<file path="config.mk">
export PLATFORM = sky130hd
export DESIGN_NAME = ibus_stream_port_flat
export DESIGN_NICKNAME = d
export VERILOG_FILES = /design/src/rtl/ibus_stream_port_if.sv /design/src/rtl/ibus_stream_port.sv /design/src/flat_wrapper.sv
export SDC_FILE = /design/constraint.sdc
export NUM_CORES = 1
export LEC_CHECK = 0
export ABC_AREA = 1
export CAP_MARGIN = 25
export CORE_MARGIN = 4
export CORE_UTILIZATION = 67
export CTS_BUF_LIST = sky130_fd_sc_hd__clkbuf_2 sky130_fd_sc_hd__clkbuf_4 sky130_fd_sc_hd__clkbuf_8
export DETAILED_ROUTE_END_ITERATION = 10
export GPL_ROUTABILITY_DRIVEN = 0
export PLACE_DENSITY_LB_ADDON = 0.2
export SYNTH_ARGS = -nofsm -noshare
export SYNTH_HDL_FRONTEND = slang
export SYNTH_SLANG_ARGS = --single-unit
</file>
<file path="constraint.sdc">
create_clock -name clk -period 6.5 [get_ports clk]
set_input_delay 1.625 -clock clk [delete_from_list [all_inputs] [get_ports clk]]
set_output_delay 1.625 -clock clk [all_outputs]
set_load 0.005 [all_outputs]
</file>
<file path="src/rtl/ibus_stream_port_if.sv">
// ibus write/read port plus TX sink and RX source stream signals of ibus_stream_port.
// master = DMA/stream side, slave = the peripheral.
interface ibus_stream_port_if;
  logic        ibus_wen;
  logic [17:0] ibus_wadr;
  logic [15:0] ibus32_wdata;
  logic        ibus_ren;
  logic [17:0] ibus_radr;
  logic [15:0] ibus32_rdata;
  logic        tx_valid;
  logic [15:0] tx_data;
  logic        tx_ready;
  logic        rx_valid;
  logic [15:0] rx_data;
  logic        rx_ready;

  modport master (
    output ibus_wen, ibus_wadr, ibus32_wdata, ibus_ren, ibus_radr,
    input  ibus32_rdata,
    input  tx_valid, tx_data,
    output tx_ready,
    output rx_valid, rx_data,
    input  rx_ready
  );

  modport slave (
    input  ibus_wen, ibus_wadr, ibus32_wdata, ibus_ren, ibus_radr,
    output ibus32_rdata,
    output tx_valid, tx_data,
    input  tx_ready,
    input  rx_valid, rx_data,
    output rx_ready
  );
endinterface

</file>
<file path="src/rtl/ibus_stream_port.sv">
// ibus-mapped TX/RX stream FIFOs: DATA at BASE, STATUS at BASE+1, fixed 2-cycle read latency.
module ibus_stream_port #(
  parameter logic [17:0] BASE   = 18'h00100,
  parameter int unsigned FDEPTH = 4
) (
  input  logic              clk,
  input  logic              rst_n,
  input  logic              rst_pipe,
  ibus_stream_port_if.slave bus
);
  localparam int unsigned       DEPTH    = 2 ** FDEPTH;
  localparam logic [FDEPTH:0]   CNT_FULL = {1'b1, {FDEPTH{1'b0}}};
  localparam logic [FDEPTH:0]   CNT_ONE  = {{FDEPTH{1'b0}}, 1'b1};
  localparam logic [FDEPTH-1:0] PTR_ONE  = {{(FDEPTH-1){1'b0}}, 1'b1};
  localparam logic [17:0]       ADR_STS  = BASE + 18'd1;

  logic [15:0] tx_mem [DEPTH];
  logic [15:0] rx_mem [DEPTH];

  logic [FDEPTH-1:0] tx_wp_q, tx_wp_d, tx_rp_q, tx_rp_d;
  logic [FDEPTH-1:0] rx_wp_q, rx_wp_d, rx_rp_q, rx_rp_d;
  logic [FDEPTH:0]   tx_cnt_q, tx_cnt_d, rx_cnt_q, rx_cnt_d;
  logic              tx_ovf_q, tx_ovf_d, rx_udf_q, rx_udf_d;
  logic [15:0]       rd_s1_q, rd_s1_d, rd_s2_q, rd_s2_d;

  logic        tx_empty, tx_full, rx_empty, rx_full;
  logic        wr_data, wr_sts, rd_data, rd_sts;
  logic        tx_push, tx_pop, rx_push, rx_pop;
  logic [15:0] status;

  always_comb begin
    tx_empty = (tx_cnt_q == '0);
    tx_full  = (tx_cnt_q == CNT_FULL);
    rx_empty = (rx_cnt_q == '0);
    rx_full  = (rx_cnt_q == CNT_FULL);

    wr_data = bus.ibus_wen && (bus.ibus_wadr == BASE);
    wr_sts  = bus.ibus_wen && (bus.ibus_wadr == ADR_STS);
    rd_data = bus.ibus_ren && (bus.ibus_radr == BASE);
    rd_sts  = bus.ibus_ren && (bus.ibus_radr == ADR_STS);

    // A full TX FIFO still accepts a write when its head leaves in the same cycle.
    tx_pop  = !tx_empty && bus.tx_ready;
    tx_push = wr_data && (!tx_full || tx_pop);
    rx_push = bus.rx_valid && !rx_full;
    rx_pop  = rd_data && !rx_empty;

    status = {10'd0, rx_udf_q, tx_ovf_q, rx_full, rx_empty, tx_full, tx_empty};

    tx_wp_d  = tx_push ? tx_wp_q + PTR_ONE : tx_wp_q;
    tx_rp_d  = tx_pop  ? tx_rp_q + PTR_ONE : tx_rp_q;
    rx_wp_d  = rx_push ? rx_wp_q + PTR_ONE : rx_wp_q;
    rx_rp_d  = rx_pop  ? rx_rp_q + PTR_ONE : rx_rp_q;

    tx_cnt_d = tx_cnt_q;
    if (tx_push && !tx_pop)      tx_cnt_d = tx_cnt_q + CNT_ONE;
    else if (!tx_push && tx_pop) tx_cnt_d = tx_cnt_q - CNT_ONE;
    rx_cnt_d = rx_cnt_q;
    if (rx_push && !rx_pop)      rx_cnt_d = rx_cnt_q + CNT_ONE;
    else if (!rx_push && rx_pop) rx_cnt_d = rx_cnt_q - CNT_ONE;

    tx_ovf_d = (wr_data && !tx_push) || (tx_ovf_q && !(wr_sts && bus.ibus32_wdata[4]));
    rx_udf_d = (rd_data && rx_empty) || (rx_udf_q && !(wr_sts && bus.ibus32_wdata[5]));

    rd_s1_d = '0;
    if (rx_pop)      rd_s1_d = rx_mem[rx_rp_q];
    else if (rd_sts) rd_s1_d = status;
    rd_s2_d = rd_s1_q;

    // Pipeline reset drops this cycle's capture but lets the older read finish.
    if (rst_pipe) begin
      tx_wp_d  = '0;
      tx_rp_d  = '0;
      rx_wp_d  = '0;
      rx_rp_d  = '0;
      tx_cnt_d = '0;
      rx_cnt_d = '0;
      tx_ovf_d = 1'b0;
      rx_udf_d = 1'b0;
      rd_s1_d  = '0;
    end
  end

  always_ff @(posedge clk or negedge rst_n) begin
    if (!rst_n) begin
      tx_wp_q  <= '0;
      tx_rp_q  <= '0;
      rx_wp_q  <= '0;
      rx_rp_q  <= '0;
      tx_cnt_q <= '0;
      rx_cnt_q <= '0;
      tx_ovf_q <= 1'b0;
      rx_udf_q <= 1'b0;
      rd_s1_q  <= '0;
      rd_s2_q  <= '0;
    end else begin
      tx_wp_q  <= tx_wp_d;
      tx_rp_q  <= tx_rp_d;
      rx_wp_q  <= rx_wp_d;
      rx_rp_q  <= rx_rp_d;
      tx_cnt_q <= tx_cnt_d;
      rx_cnt_q <= rx_cnt_d;
      tx_ovf_q <= tx_ovf_d;
      rx_udf_q <= rx_udf_d;
      rd_s1_q  <= rd_s1_d;
      rd_s2_q  <= rd_s2_d;
    end
  end

  always_ff @(posedge clk) begin
    if (tx_push) tx_mem[tx_wp_q] <= bus.ibus32_wdata;
    if (rx_push) rx_mem[rx_wp_q] <= bus.rx_data;
  end

  assign bus.tx_valid     = !tx_empty;
  assign bus.tx_data      = tx_empty ? '0 : tx_mem[tx_rp_q];
  assign bus.rx_ready     = !rx_full;
  assign bus.ibus32_rdata = rd_s2_q;
endmodule

</file>
<file path="src/flat_wrapper.sv">
// flat-port wrapper written by rule: the top's interface ports become plain ports
module ibus_stream_port_flat 
#(
  parameter logic [17:0] BASE   = 18'h00100,
  parameter int unsigned FDEPTH = 4
)
  (clk, rst_n, rst_pipe, bus_ibus_wen, bus_ibus_wadr, bus_ibus32_wdata, bus_ibus_ren, bus_ibus_radr, bus_ibus32_rdata, bus_tx_valid, bus_tx_data, bus_tx_ready, bus_rx_valid, bus_rx_data, bus_rx_ready);
  ibus_stream_port_if bus_i ();
  input  logic clk;
  input  logic rst_n;
  input  logic rst_pipe;
  input wire logic [$bits(bus_i.ibus_wen)-1:0] bus_ibus_wen;
  input wire logic [$bits(bus_i.ibus_wadr)-1:0] bus_ibus_wadr;
  input wire logic [$bits(bus_i.ibus32_wdata)-1:0] bus_ibus32_wdata;
  input wire logic [$bits(bus_i.ibus_ren)-1:0] bus_ibus_ren;
  input wire logic [$bits(bus_i.ibus_radr)-1:0] bus_ibus_radr;
  output wire logic [$bits(bus_i.ibus32_rdata)-1:0] bus_ibus32_rdata;
  output wire logic [$bits(bus_i.tx_valid)-1:0] bus_tx_valid;
  output wire logic [$bits(bus_i.tx_data)-1:0] bus_tx_data;
  input wire logic [$bits(bus_i.tx_ready)-1:0] bus_tx_ready;
  input wire logic [$bits(bus_i.rx_valid)-1:0] bus_rx_valid;
  input wire logic [$bits(bus_i.rx_data)-1:0] bus_rx_data;
  output wire logic [$bits(bus_i.rx_ready)-1:0] bus_rx_ready;
  assign bus_i.ibus_wen = bus_ibus_wen;
  assign bus_i.ibus_wadr = bus_ibus_wadr;
  assign bus_i.ibus32_wdata = bus_ibus32_wdata;
  assign bus_i.ibus_ren = bus_ibus_ren;
  assign bus_i.ibus_radr = bus_ibus_radr;
  assign bus_ibus32_rdata = bus_i.ibus32_rdata;
  assign bus_tx_valid = bus_i.tx_valid;
  assign bus_tx_data = bus_i.tx_data;
  assign bus_i.tx_ready = bus_tx_ready;
  assign bus_i.rx_valid = bus_rx_valid;
  assign bus_i.rx_data = bus_rx_data;
  assign bus_rx_ready = bus_i.rx_ready;
  ibus_stream_port #(.BASE(BASE), .FDEPTH(FDEPTH)) u_core (.clk(clk), .rst_n(rst_n), .rst_pipe(rst_pipe), .bus(bus_i));
endmodule
</file>
Word level (Yosys, flattened, before mapping)

Memory sizes are Yosys's and may differ from the RTL's.
Cells that the tools add are included.

Bits in registers: 60
Latch bits: 0
Bits in writable memories: 512
ROM bits: 0
Output and inout bits: 34
Logic and storage cells: 89
Memories kept: 2

Memory list:

| memory        | words | width | read ports | clocked after memory_dff | write ports | line                   | source |
|---|---|---|---|---|---|---|---|
| u_core.rx_mem | 16    | 16    | 1          | 0                        | 1           | ibus_stream_port.sv:18 | `logic [15:0] rx_mem [DEPTH];` |
| u_core.tx_mem | 16    | 16    | 1          | 0                        | 1           | ibus_stream_port.sv:17 | `logic [15:0] tx_mem [DEPTH];` |

$add $sub $neg: 8
Multiply operators: 0
Divide/modulo/power cells: 0
Order comparisons: 0
Equal/unequal tests: 6
Shift-type cells: 0
Mux-type cells: 24
Bitwise gates (word level): 0
Reduce and logical (&&, ||, !) cells: 39

Operator list:

| kind                  | number |
|---|---|
| $eq A18 B9 Y1 const B | 4 |
| $mux W16              | 3 |
| $mux W4               | 8 |
| $mux W5               | 6 |
| $logic_and A1 B1 Y1   | 18 |
| $add A4 B1 Y4 const B | 4 |
| $add A5 B1 Y5 const B | 2 |
| $eq A5 B5 Y1 const B  | 2 |
| $logic_not A1 Y1      | 10 |
| $logic_not A5 Y1      | 2 |
| $sub A5 B1 Y5 const B | 2 |
| $reduce_bool A2 Y1    | 4 |
| $mux W1               | 6 |
| $mux W6               | 1 |
| $reduce_bool A3 Y1    | 2 |
| $logic_or A1 B1 Y1    | 3 |

Depth between registers and ports, before layout

Word-level depth: 10
Gate-level depth with buffers: 17
Gate-level depth less buffers: 17

Least setup slack after synthesis

Ideal clock, no wire load.

Path type: input-to-reg
Start point: input bus_ibus_wadr[0]
End point: memory u_core.tx_mem[11][0], enable pin
Data arrival time: 3.077 ns
Required time: 6.112 ns
Setup slack: 3.035 ns
Stages: 7
Path through: nand3b_1 > nand3b_1 > nor2_2 > inv_1 > nor2_2 > nand2_1 > nor2_1

Cells in the longest elaborated chain, start to end: 5

RTL lines:

| element                       | line                    | source |
|---|---|---|
| start, declared               | flat_wrapper.sv:13      | `input wire logic [$bits(bus_i.ibus_wadr)-1:0] bus_ibus_wadr;` |
| $eq A18 B9 Y1                 | ibus_stream_port.sv:37  | `wr_data = bus.ibus_wen && (bus.ibus_wadr == BASE);` |
| $logic_and A1 B1 Y1           | ibus_stream_port.sv:37  |  |
| $logic_and A1 B1 Y1           | ibus_stream_port.sv:44  | `tx_push = wr_data && (!tx_full \|\| tx_pop);` |
| $mux W1                       | ibus_stream_port.sv:111 | `if (tx_push) tx_mem[tx_wp_q] <= bus.ibus32_wdata;` |
| $mux W1 (implied by the code) | ibus_stream_port.sv:111 |  |
| end, declared                 | ibus_stream_port.sv:17  |  |

Every way passes these cells.

Worst setup path in the final report

Start point: register u_core.tx_rp_q[0]
End point: output bus_tx_data[14]

Cells in the longest elaborated chain, start to end: 2

RTL lines:

| element                | line                    | source |
|---|---|---|
| start, declared        | ibus_stream_port.sv:20  | `logic [FDEPTH-1:0] tx_wp_q, tx_wp_d, tx_rp_q, tx_rp_d;` |
| start signal, assigned | ibus_stream_port.sv:98  | `tx_rp_q <= tx_rp_d;` |
| $mem_v2 Z16 W16        | n/a                     |  |
| $mux W16               | ibus_stream_port.sv:116 | `assign bus.tx_data = tx_empty ? '0 : tx_mem[tx_rp_q];` |
| end, declared          | flat_wrapper.sv:19      | `output wire logic [$bits(bus_i.tx_data)-1:0] bus_tx_data;` |

Every way passes these cells.

==> reports/summary.txt <==
run status: finished, final reports clean
GR Overflow Total: 0
Design Area, Final: 26,600 um2
die area: 37,600 um2
slowest CP cell: dfrtp_4
routed len/inst: 22.4 um
Hold Buf Count CTS: 0
Tmin final: 5.39 ns
synthesized instance count: 1,855
Final Hold Viols: 0
Yosys top cell area share: 66.4%
syn nets: 1,950
CTS root buffer: clkbuf_8
startpoint types: flop
initial antenna violation count: 4
first-pass GRT wire length: 86,000 um
First-pass DRT Iterations: 8
total CTS buffers: 87
Highest Clock Rate: 186 MHz
core area: 33,800 um2
CTS max path bufs: 3
synth warn: 0
layout cells sized above 1: 12.6%
area of the multi-input gates: 5650 um2
Vias: 15,600
Slew HR: 35.5%
Hold Crit Class: flop to flop
vias in the first global route: 15,500
post-CTS setup buffers: 0
PwrDens: 319 nW/um2
Mapped Avg Cell Area: 12.5 um2
Initial DRC Count: 2,031
Final nets: 2,092
adder-cell area share of the yosys netlist: 1.15%
Boundary Pins: 109
CTS resizes: 0
max-cap violations: 0
CP Max Fanout: 79
setup violators final: 0
IO buf count: 108
number of synthesized flops with an enable pin: 512
register area: 16,900 um2
# H-tree levels: 3
share of synthesized area occupied by flip-flops and latches: 72.9%
Worst-Margin Slew: 0.968 ns
Synth async-reset ratio: 10.5%
commonest non-fill, non-tap cells in the layout: edfxtp_1, nand2_1, nor2_1, nand3_1, o21ai_0
max-slew violation total from the final report: 0
xor-xnor portion of the synthesized cell area: 0.265%
max incr delay on CP: 0.77 ns
drt via density: 6.19
most common cell after layout, fill and taps aside: edfxtp_1
clk_skew: 0.0429 ns
RSZ-0062 raised after global routing: no
#FFs+latches synth: 572
critical-path cell list: buf_4 > o21ai_0 > o221ai_1 > nand3_1 > a21oi_1 > clkdlybuf4s50_1
largest area contributor in the netlist: edfxtp_1
critical path class: flop to output port
critical path endpoint category: output port
Die H: 194 um
Cell Area, Placed: 24,800 um2
worst vdd ir: 0.253 mV
Routed Antenna Nets: 0
Area contributors post-synth: edfxtp_1, dfrtp_1, nand2_1, nand3_1, nor2_1
largest family of logic cells by synthesized area: simple AND/OR/NAND/NOR gates
TNS Setup: 0 ns
Total GRT Usage: 29.3%
dpl hpwl: 31,700 um
Clock Pin Slew Worst Setup and Hold Paths: 0.06 ns
fill count: 1,922
clk sinks: 572
top_reg_cell synth: edfxtp_1
Critical Path RT: 4.88 ns
Layout area overhead: 15.1%
count of distinct cell types in the synthesized netlist: 39
final wirelength: 56,400 um
Tcrit/Tclk final: 82.8%
Core Rows: 67
leakage: 0.00950 uW
DIE WIDTH: 194 um
compound-cell area share of the yosys netlist: 8.72%
mux share of post-synthesis cell area: 0%
drt drc: 0
area of the mapped netlist: 23,200 um2
largest net degree at the start of global routing: 105
WP data arrival: 3.76 ns
insertion delay to the later sink of the worst-skew pair: 0.67 ns
Post-Synth Simple-Gate Area: 14.0%
Initial Util: 68.5%
CTS tree: built
layout make-up:
type                            count  area share [%]
Sequential cell                   572            63.4
Multi-Input combinational cell   1136            21.2
Timing Repair Buffer              161            5.94
Clock buffer                      126            5.83
Tap cell                          448            2.10
Clock inverter                     38           0.939
Inverter                           39           0.559
Antenna cell                        2          0.0188
metal layers:
metal,track usage (%),vias up,share of wire (%)
met3,6.05,157,9.7
met1,37.7,7518,36
met5,0,-,0.048
met4,12.4,4,3.2
li1,-,7017,-
met2,49.5,911,51
cell families (layout without fill, tap and decap cells):
family,after synthesis,after routing
adders and majority gates,20,20
and+or+nand+nor,765,765
buffers and inverters,147,364
xor gates and xnor gates,7,7
other,0,2
AOI/OAI and AO/OA,344,344
DFF,572,572
stage by stage:
| stage | setup slack, ns | util [%] | power, uW | hold slack (ns) | std cells |
|---|---|---|---|---|---|
| finish | 1.11 | 78.8 | 8510 | 0.348 | 2522 |
| global route | 0.918 | 78.8 | 8870 | 0.357 | 2521 |
| CTS | 0.871 | 78.6 | 8510 | 0.349 | 2517 |
| detailed placement | 1.58 | 73.3 | 5550 | 0.335 | 2353 |
| global placement | 1.68 | 72.9 | 5480 | 0.334 | 2345 |
| floorplan | 3.03 | - | 5020 | 0.331 | 1855 |
registers in the layout, summed over array words and instances, names as in the netlist:
signal and flops:
u_core.rx_cnt_q 5, u_core.tx_rp_q 4, u_core.rx_mem 256, u_core.rx_rp_q 4
u_core.rx_udf_q 1, u_core.tx_cnt_q 5, u_core.tx_wp_q 4, u_core.rx_wp_q 4
u_core.tx_mem 256, u_core.tx_ovf_q 1, u_core.bus.ibus32_rdata 16, u_core.rd_s1_q 16
where the power goes:
part | leakage, uW | total (uW) | switching [uW] | internal (uW)
Sequential | 0.00543 | 4150 | 74.2 | 4070
Clock | 0.000962 | 2990 | 1390 | 1600
Combinational | 0.00310 | 1380 | 859 | 517
path summary, 6_finish.rpt:
check	start	endpoint	slack, ns	cells past startpoint
setup / recovery	u_core.tx_rp_q[0]$_DFFE_PN0P_	bus_tx_data[14]	1.11	6
hold / removal	u_core.rd_s1_q[13]$_DFF_PN0_	u_core.bus.ibus32_rdata[13]$_DFF_PN0_	0.35	0
setup reg to reg	u_core.rx_rp_q[1]$_DFFE_PN0P_	u_core.rd_s1_q[1]$_DFF_PN0_	3.49	10
hold reg to reg	u_core.rd_s1_q[13]$_DFF_PN0_	u_core.bus.ibus32_rdata[13]$_DFF_PN0_	0.35	0
max in group asynchronous	rst_n	u_core.tx_rp_q[0]$_DFFE_PN0P_	4.49	2
min in group asynchronous	rst_n	u_core.rd_s1_q[14]$_DFF_PN0_	0.99	1
cells in the mapped netlist (3+ instances only):
cell type	instances
nor2_1	225
nand4_1	6
o21ai_1	14
ha_1	18
clkinv_1	4
xor2_1	6
buf_2	49
o211ai_1	16
nand2_1	327
o221ai_1	48
o21ai_0	131
nor2_2	8
a21oi_1	105
clkbuf_1	36
nand3b_1	5
nand2_4	3
inv_1	29
nand2_2	3
nor3_1	3
edfxtp_1	512
dfrtp_1	60
a22oi_1	24
buf_4	10
inv_2	6
buf_6	5
buf_1	6
nand3_1	179
critical path, delay by kind of cell (launching register included):
family / cells / cell delay [ns]
DFF: 1 / 0.77
buffers and inverters: 2 / 1.34
AOI/OAI and AO/OA: 3 / 0.86
and+or+nand+nor: 1 / 0.11
No activity file was read; power rests on OpenSTA's default activity.
